`src/rtl/apb_timer_regbank.sv`:
```
// -----------------------------------------------------------------------------
// apb_timer_regbank
//
// APB3 register bank for an N-channel timer array. It sits between the APB
// interconnect and the counter cores. The cores take TDR/TCR from this bank and
// return their live TCNT plus OVF/UDF event pulses.
//
// Register map:
//   paddr[ADDR_WIDTH-1:3] selects the bank and paddr[2:0] selects the offset.
//   Channel bank c (c < NUM_CH):
//     0 TDR  RW
//     1 TCR  RW, only TCR_WMASK bits are writable
//     2 TSR  W1C, bit0 OVF, bit1 UDF
//     3 TCNT RO, passed through from the core
//     4 TIER RW, bit0 OVF-IE, bit1 UDF-IE
//   Global bank (bank == NUM_CH):
//     0 IRQ_STAT RO, bit c = irq[c]
//     1 LOCK     RW, bit0. Present only with the optional feature.
//   Any other address is invalid, and so is a write to an RO register. An
//   invalid access gives pslverr=1. An invalid read also gives prdata=0.
//
// Optional feature: define TMR_REG_LOCK_EN to add the global LOCK register.
// While LOCK=1, writes to TDR/TCR are rejected with pslverr=1.
//
// Ports:
//   pclk, preset_n      clock, asynchronous active-low reset
//   psel, penable,      APB request: select, enable, direction,
//   pwrite, paddr,      word address and write data
//   pwdata
//   prdata, pready,     registered APB response, valid while pready=1
//   pslverr
//   tmr_ovf, tmr_udf    per-channel event pulses from the counter cores
//   tcnt                live counters, channel c at [c*DATA_WIDTH +: DATA_WIDTH]
//   tdr, tcr            register values to the cores, same packing as tcnt
//   irq, irq_any        registered per-channel interrupts and their OR
// -----------------------------------------------------------------------------
module apb_timer_regbank #(
  parameter int                    NUM_CH     = 4,
  parameter int                    DATA_WIDTH = 8,
  parameter int                    ADDR_WIDTH = 8,
  parameter logic [31:0]           TCR_WMASK  = 32'h0000_00B3,
  parameter logic [DATA_WIDTH-1:0] TDR_RST    = '0,
  parameter logic [DATA_WIDTH-1:0] TCR_RST    = '0
) (
  input  logic                         pclk,
  input  logic                         preset_n,
  input  logic                         psel,
  input  logic                         penable,
  input  logic                         pwrite,
  input  logic [ADDR_WIDTH-1:0]        paddr,
  input  logic [DATA_WIDTH-1:0]        pwdata,
  output logic [DATA_WIDTH-1:0]        prdata,
  output logic                         pready,
  output logic                         pslverr,
  input  logic [NUM_CH-1:0]            tmr_ovf,
  input  logic [NUM_CH-1:0]            tmr_udf,
  input  logic [NUM_CH*DATA_WIDTH-1:0] tcnt,
  output logic [NUM_CH*DATA_WIDTH-1:0] tdr,
  output logic [NUM_CH*DATA_WIDTH-1:0] tcr,
  output logic [NUM_CH-1:0]            irq,
  output logic                         irq_any
);

  localparam int                    BW    = ADDR_WIDTH - 3;
  localparam logic [DATA_WIDTH-1:0] WMASK = TCR_WMASK[DATA_WIDTH-1:0];

  localparam logic [2:0] OFF_TDR  = 3'd0;
  localparam logic [2:0] OFF_TCR  = 3'd1;
  localparam logic [2:0] OFF_TSR  = 3'd2;
  localparam logic [2:0] OFF_TCNT = 3'd3;
  localparam logic [2:0] OFF_TIER = 3'd4;
  localparam logic [2:0] OFF_IRQS = 3'd0;
  localparam logic [2:0] OFF_LOCK = 3'd1;

  typedef enum logic [1:0] {
    S_IDLE  = 2'd0,
    S_SETUP = 2'd1,
    S_WAIT  = 2'd2,
    S_RESP  = 2'd3
  } state_t;

  state_t state_q, state_d;

  logic [DATA_WIDTH-1:0] tdr_q  [NUM_CH];
  logic [DATA_WIDTH-1:0] tdr_d  [NUM_CH];
  logic [DATA_WIDTH-1:0] tcr_q  [NUM_CH];
  logic [DATA_WIDTH-1:0] tcr_d  [NUM_CH];
  logic [1:0]            tsr_q  [NUM_CH];
  logic [1:0]            tsr_d  [NUM_CH];
  logic [1:0]            tier_q [NUM_CH];
  logic [1:0]            tier_d [NUM_CH];
  logic [1:0]            tsr_clr_s [NUM_CH];

  logic [NUM_CH-1:0]     irq_q, irq_d;
  logic [DATA_WIDTH-1:0] prdata_q, prdata_d;
  logic                  pready_q, pready_d;
  logic                  pslverr_q, pslverr_d;
  logic                  lock_s;

`ifdef TMR_REG_LOCK_EN
  logic                  lock_q, lock_d;
  assign lock_s = lock_q;
`else
  assign lock_s = 1'b0;
`endif

  logic [BW-1:0]         bank_s;
  logic [2:0]            off_s;
  logic [NUM_CH-1:0]     ch_hit_s;
  logic                  is_ch_s;
  logic                  glob_hit_s;
  logic [DATA_WIDTH-1:0] cur_tdr_s, cur_tcr_s, cur_tcnt_s;
  logic [1:0]            cur_tsr_s, cur_tier_s;
  logic [DATA_WIDTH-1:0] rd_data_s;
  logic                  acc_err_s;
  logic                  commit_s;

  assign bank_s     = paddr[ADDR_WIDTH-1:3];
  assign off_s      = paddr[2:0];
  assign glob_hit_s = (bank_s == BW'(NUM_CH));
  assign is_ch_s    = |ch_hit_s;

  // Channel select: pick out the addressed channel's registers for the read mux.
  always_comb begin
    ch_hit_s   = '0;
    cur_tdr_s  = '0;
    cur_tcr_s  = '0;
    cur_tcnt_s = '0;
    cur_tsr_s  = 2'b00;
    cur_tier_s = 2'b00;
    for (int c = 0; c < NUM_CH; c++) begin
      ch_hit_s[c] = (bank_s == BW'(c));
      cur_tdr_s   = ch_hit_s[c] ? tdr_q[c] : cur_tdr_s;
      cur_tcr_s   = ch_hit_s[c] ? tcr_q[c] : cur_tcr_s;
      cur_tcnt_s  = ch_hit_s[c] ? tcnt[c*DATA_WIDTH +: DATA_WIDTH] : cur_tcnt_s;
      // Include this cycle's pulses so a read sampled in WAIT sees them.
      cur_tsr_s   = ch_hit_s[c] ? (tsr_q[c] | {tmr_udf[c], tmr_ovf[c]}) : cur_tsr_s;
      cur_tier_s  = ch_hit_s[c] ? tier_q[c] : cur_tier_s;
    end
  end

  // Address decode: read data and access-error flag for the current address.
  always_comb begin
    rd_data_s = '0;
    acc_err_s = 1'b1;
    if (is_ch_s) begin
      case (off_s)
        OFF_TDR: begin
          rd_data_s = cur_tdr_s;
          acc_err_s = pwrite & lock_s;
        end
        OFF_TCR: begin
          rd_data_s = cur_tcr_s;
          acc_err_s = pwrite & lock_s;
        end
        OFF_TSR: begin
          rd_data_s = DATA_WIDTH'(cur_tsr_s);
          acc_err_s = 1'b0;
        end
        OFF_TCNT: begin
          rd_data_s = cur_tcnt_s;
          acc_err_s = pwrite;
        end
        OFF_TIER: begin
          rd_data_s = DATA_WIDTH'(cur_tier_s);
          acc_err_s = 1'b0;
        end
        default: begin
          rd_data_s = '0;
          acc_err_s = 1'b1;
        end
      endcase
    end else if (glob_hit_s) begin
      case (off_s)
        OFF_IRQS: begin
          rd_data_s = DATA_WIDTH'(irq_q);
          acc_err_s = pwrite;
        end
`ifdef TMR_REG_LOCK_EN
        OFF_LOCK: begin
          rd_data_s = DATA_WIDTH'(lock_q);
          acc_err_s = 1'b0;
        end
`endif
        default: begin
          rd_data_s = '0;
          acc_err_s = 1'b1;
        end
      endcase
    end else begin
      rd_data_s = '0;
      acc_err_s = 1'b1;
    end
  end

  // A write lands on the edge that ends RESP, and only if the address is legal.
  assign commit_s = (state_q == S_RESP) & pwrite & ~acc_err_s;

  // Handshake FSM next state.
  always_comb begin
    state_d = state_q;
    case (state_q)
      S_IDLE: begin
        if (psel && !penable) state_d = S_SETUP;
        else                  state_d = S_IDLE;
      end
      S_SETUP: begin
        if (!psel)        state_d = S_IDLE;
        else if (penable) state_d = S_WAIT;
        else              state_d = S_SETUP;
      end
      S_WAIT:  state_d = S_RESP;
      S_RESP:  state_d = S_IDLE;
      default: state_d = S_IDLE;
    endcase
  end

  // Response next state: sampled on the WAIT->RESP edge, so it is valid only in RESP.
  always_comb begin
    pready_d  = (state_q == S_WAIT);
    pslverr_d = (state_q == S_WAIT) ? acc_err_s : 1'b0;
    if ((state_q == S_WAIT) && !pwrite) begin
      prdata_d = acc_err_s ? '0 : rd_data_s;
    end else begin
      prdata_d = prdata_q;
    end
  end

  // Per-channel register next state, W1C status and interrupt.
  always_comb begin
    for (int c = 0; c < NUM_CH; c++) begin
      tdr_d[c]     = tdr_q[c];
      tcr_d[c]     = tcr_q[c];
      tier_d[c]    = tier_q[c];
      tsr_clr_s[c] = 2'b00;
      if (commit_s && ch_hit_s[c]) begin
        case (off_s)
          OFF_TDR:  tdr_d[c]     = pwdata;
          OFF_TCR:  tcr_d[c]     = (tcr_q[c] & ~WMASK) | (pwdata & WMASK);
          OFF_TSR:  tsr_clr_s[c] = pwdata[1:0];
          OFF_TIER: tier_d[c]    = pwdata[1:0];
          default:  tdr_d[c]     = tdr_q[c];
        endcase
      end else begin
        tsr_clr_s[c] = 2'b00;
      end
      // The hardware set is ORed in after the clear, so it wins a collision.
      tsr_d[c] = (tsr_q[c] & ~tsr_clr_s[c]) | {tmr_udf[c], tmr_ovf[c]};
      irq_d[c] = |(tsr_q[c] & tier_q[c]);
    end
  end

`ifdef TMR_REG_LOCK_EN
  // LOCK next state: a write to the global LOCK register.
  always_comb begin
    if (commit_s && glob_hit_s && (off_s == OFF_LOCK)) begin
      lock_d = pwdata[0];
    end else begin
      lock_d = lock_q;
    end
  end

  // LOCK register.
  always_ff @(posedge pclk or negedge preset_n) begin
    if (!preset_n) lock_q <= 1'b0;
    else           lock_q <= lock_d;
  end
`endif

  // FSM state and APB response registers.
  always_ff @(posedge pclk or negedge preset_n) begin
    if (!preset_n) begin
      state_q   <= S_IDLE;
      pready_q  <= 1'b0;
      pslverr_q <= 1'b0;
      prdata_q  <= '0;
    end else begin
      state_q   <= state_d;
      pready_q  <= pready_d;
      pslverr_q <= pslverr_d;
      prdata_q  <= prdata_d;
    end
  end

  // Channel register storage and interrupts.
  always_ff @(posedge pclk or negedge preset_n) begin
    if (!preset_n) begin
      for (int c = 0; c < NUM_CH; c++) begin
        tdr_q[c]  <= TDR_RST;
        tcr_q[c]  <= TCR_RST & WMASK;
        tsr_q[c]  <= 2'b00;
        tier_q[c] <= 2'b00;
      end
      irq_q <= '0;
    end else begin
      for (int c = 0; c < NUM_CH; c++) begin
        tdr_q[c]  <= tdr_d[c];
        tcr_q[c]  <= tcr_d[c];
        tsr_q[c]  <= tsr_d[c];
        tier_q[c] <= tier_d[c];
      end
      irq_q <= irq_d;
    end
  end

  genvar g;
  generate
    for (g = 0; g < NUM_CH; g++) begin : g_pack
      assign tdr[g*DATA_WIDTH +: DATA_WIDTH] = tdr_q[g];
      assign tcr[g*DATA_WIDTH +: DATA_WIDTH] = tcr_q[g];
    end
  endgenerate

  assign prdata  = prdata_q;
  assign pready  = pready_q;
  assign pslverr = pslverr_q;
  assign irq     = irq_q;
  assign irq_any = |irq_q;

endmodule

```
`config.mk`:
```
export PLATFORM = sky130hd
export DESIGN_NAME = apb_timer_regbank
export DESIGN_NICKNAME = d
export VERILOG_FILES = /design/src/rtl/apb_timer_regbank.sv
export SDC_FILE = /design/constraint.sdc
export NUM_CORES = 1
export LEC_CHECK = 0
export ABC_AREA = 1
export CAP_MARGIN = 15
export CORE_ASPECT_RATIO = 0.6
export CORE_MARGIN = 5
export CORE_UTILIZATION = 51
export DETAILED_ROUTE_END_ITERATION = 8
export PLACE_DENSITY = 0.95
export SYNTH_ARGS = -nofsm -noshare
export SYNTH_HDL_FRONTEND = slang
export SYNTH_SLANG_ARGS = --single-unit
export TNS_END_PERCENT = 50
```
`constraint.sdc`:
```
create_clock -name pclk -period 4.23 [get_ports pclk]
set_input_delay 0.846 -clock pclk [delete_from_list [all_inputs] [get_ports pclk]]
set_output_delay 0.846 -clock pclk [all_outputs]
set_load 0.005 [all_outputs]
```
==> run_results.csv <==
group,metric,value,unit
critical_path,r2r-end,"tdr[15]$_DFFE_PN0P_",
floorplan,rows,26,
route,initialDrtViolationCount,528,
global_route,track_usage,29.7,%
placed_design,dp_hpwl,11.9,mm
run_status,status,"complete, no violations",
sta,min_period_over_period,77.4,%
global_route,grt_pass1_vias,4856,
route,post-route-drc-count,0,
route,viasPerCell,5.66,
clocking,postCtsHoldBufs,0,
synth,syn_area_per_cell,7.20,sq um
clocking,ctsResizeCount,0,
clocking,cts_htree_levels,3,
synth,ys.warnings.count,0,
cells_and_area,fillCellCount,650,
critical_path,ff2ff_path_depth,7,
cells_and_area,final_cells,877,
power_and_ir_drop,power.density,318,nW/um^2
cells_and_area,area_growth,38.3,%
sta,setup_viol,0,
clocking,cts_tree,"yes",
critical_path,critPathRequiredTime,4480,ps
synth,yosysSeqAreaShare,46.2,%
placed_design,place.gp.congestion,0.986,
synth,syn_inst,632,
power_and_ir_drop,leakagePower,3.06,nW
critical_path,cp.arrival,3520,ps
synth,netlist_area,4550,sq um
cells_and_area,final_layout_size_suffix_gt1_share,5.49,%
clocking,clock_path_buffers,2,
clocking,cts_buffers,9,
route,drt-total-wl,16.4,mm
sta,slew_headroom,31.4,%
sta,skew,4.11,ps
sta,hold_slack,353,ps
clocking,postCtsSetupRepairBufs,0,
critical_path,start_kind,"input port",
power_and_ir_drop,peakVddDrop,296,uV
sta,period_needed,3270,ps
sta,tns,0,ps
worst_hold_path,min_path_type,"input port to async pin",
route,wire_per_inst,18.7,um
cells_and_area,diodes,0,
sta,max_freq,0.305,GHz
global_route,grt_pass1_wl,25.8,mm
critical_path,r2r_slack,2010,ps
critical_path,cp_max_fo,13,
clocking,clk_pin_slew,60,ps
placed_design,portBuffers,127,
critical_path,crit_type,"input port to flop",
floorplan,initial_utilization,53.0,%
sta,finalHoldViolCount,0,
clocking,cts_root_buf,"clkbuf_16",
synth,yosysUniqueCellTypes,23,
floorplan,core,8590,sq um
cells_and_area,ff_latch_area,2100,sq um
global_route,grt_max_degree,85,
cells_and_area,nNetsFinal,821,
placed_design,dp.cells,860,
route,ant_nets,0,
route,firstDrtPassIters,9,
cells_and_area,multi_input_area,1970,sq um
clocking,clk_latency,340,ps
synth,ys_ff_latch,84,
cells_and_area,utilization,73.3,%
floorplan,fp.dieH,83.2,um
critical_path,crit_path_end_kind,"flop",
floorplan,ios,140,
floorplan,fp.dieW,132,um
job,max_cap_violations,0,
floorplan,design.die.area,11000,sq um
global_route,grt_overflow,0,
route,vias,4965,
sta,maxSlewViolCount,0,
sta,worst_slew_pin_slew,1020,ps
clocking,cts.sinks,84,
sta,rsz0062_at_grt,"no",
critical_path,crit-reg2reg-launch,"state_q[0]$_DFF_PN0_",
global_route,grt_antenna_before_repair,1,
==> layer usage <==
metal | GRT usage, % | wire (um) | vias up
li1 | - | - | 2251
met1 | 40.1 | 6620 | 2318
met4 | 8.03 | 303 | 2
met5 | 0 | 13 | -
met3 | 12.0 | 2330 | 38
met2 | 44.2 | 7110 | 356
==> critical path, stage by stage <==
cell and delay [ps]:
clkdlybuf4s50_1 660, nor2_1 250, nand3_1 170, o31ai_4 420, nand3_1 540, nor2_1 220, buf_4 210, nand2_1 80
o21ai_0 120
==> cell usage after synthesis <==
cell type  instances  area (sq um)
o211ai_1          12          90.1
a21oi_1           14          70.1
nor2_1            51           191
conb_1             1          3.75
o31ai_1            1          7.51
buf_4             14           105
nor3_1             3          15.0
nand2_2            1          6.26
nand3_4            1          17.5
dfrtp_1           84          2100
buf_2              6          30.0
inv_1             82           308
clkbuf_1          17          63.8
clkinv_1           2          7.51
nand2_1          192           721
nor2_2             5          31.3
nand3_1           39           195
or4_1              1          7.51
nand4_1            9          56.3
nand3_2            2          20.0
o31ai_4            1          21.3
o22ai_1            7          43.8
o21ai_0           87           435
==> area by class of cell <==
class | instances | area share [%]
tap | 112 | 2.23
clock buffer | 12 | 4.08
timing repair buffer | 143 | 22.4
multi-input combinational | 438 | 31.4
inverter | 84 | 5.01
clock inverter | 4 | 1.51
sequential | 84 | 33.4
==> sequential cells by signal, summed over array words and instances (netlist names) <==
signal and flops:
pslverr 1, tcr 20, tdr 32, pready 1
irq 4, tier_q 8, tsr_q 8, prdata 8
state_q 2
==> cell usage in the layout (no fill, tap or decap) <==
master,count
nand2_1,192
clkdlybuf4s50_1,126
o21ai_0,87
dfrtp_1,84
inv_1,82
nor2_1,51
nand3_1,39
buf_4,16
a21oi_1,14
o211ai_1,12
conb_1,12
nand4_1,9
clkbuf_16,9
o22ai_1,7
nor2_2,5
nor3_1,3
bufinv_16,3
clkinv_1,2
nand3_2,2
clkbuf_8,2
nand2_2,1
o31ai_4,1
nand3_4,1
o31ai_1,1
or4_1,1
clkbuf_1,1
clkinv_2,1
buf_16,1
==> power breakdown <==
group,switching (W),internal [W]
Combinational,0.000130,0.000108
Clock,0.000312,0.000608
Sequential,0.0000151,0.000829
Total,0.000457,0.00154
==> cells by family after synthesis <==
kind of cell,share of synthesized area [%]
flops,46.2
other cells,0.0824
compound gates,14.7
buf+inv,11.3
simple gates,27.7
==> worst max-delay path by stage <==
stage,endpoint,depth (start not counted),slack (ps),from
5_1_grt,tcr[15]$_DFFE_PN0P_,8,730,paddr[3]
6_report,tdr[15]$_DFFE_PN0P_,9,960,paddr[3]
3_3_place_gp,tcr[15]$_DFFE_PN0P_,7,920,paddr[3]
2_1_floorplan,tdr[10]$_DFFE_PN0P_,9,1930,paddr[7]
3_5_place_dp,tcr[9]$_DFFE_PN0P_,8,750,paddr[3]
4_1_cts,tcr[9]$_DFFE_PN0P_,8,1090,paddr[3]
==> through the flow <==
step	worst slack (ps)	area [sq um]	power (W)
global route	732	6290	0.00206
detailed placement	746	5910	0.00109
CTS	1090	6260	0.00200
floorplan	1930	4590	0.000945
finish	956	6290	0.00200
global placement	915	5910	0.00108
Power figures use the tool's default switching activity.
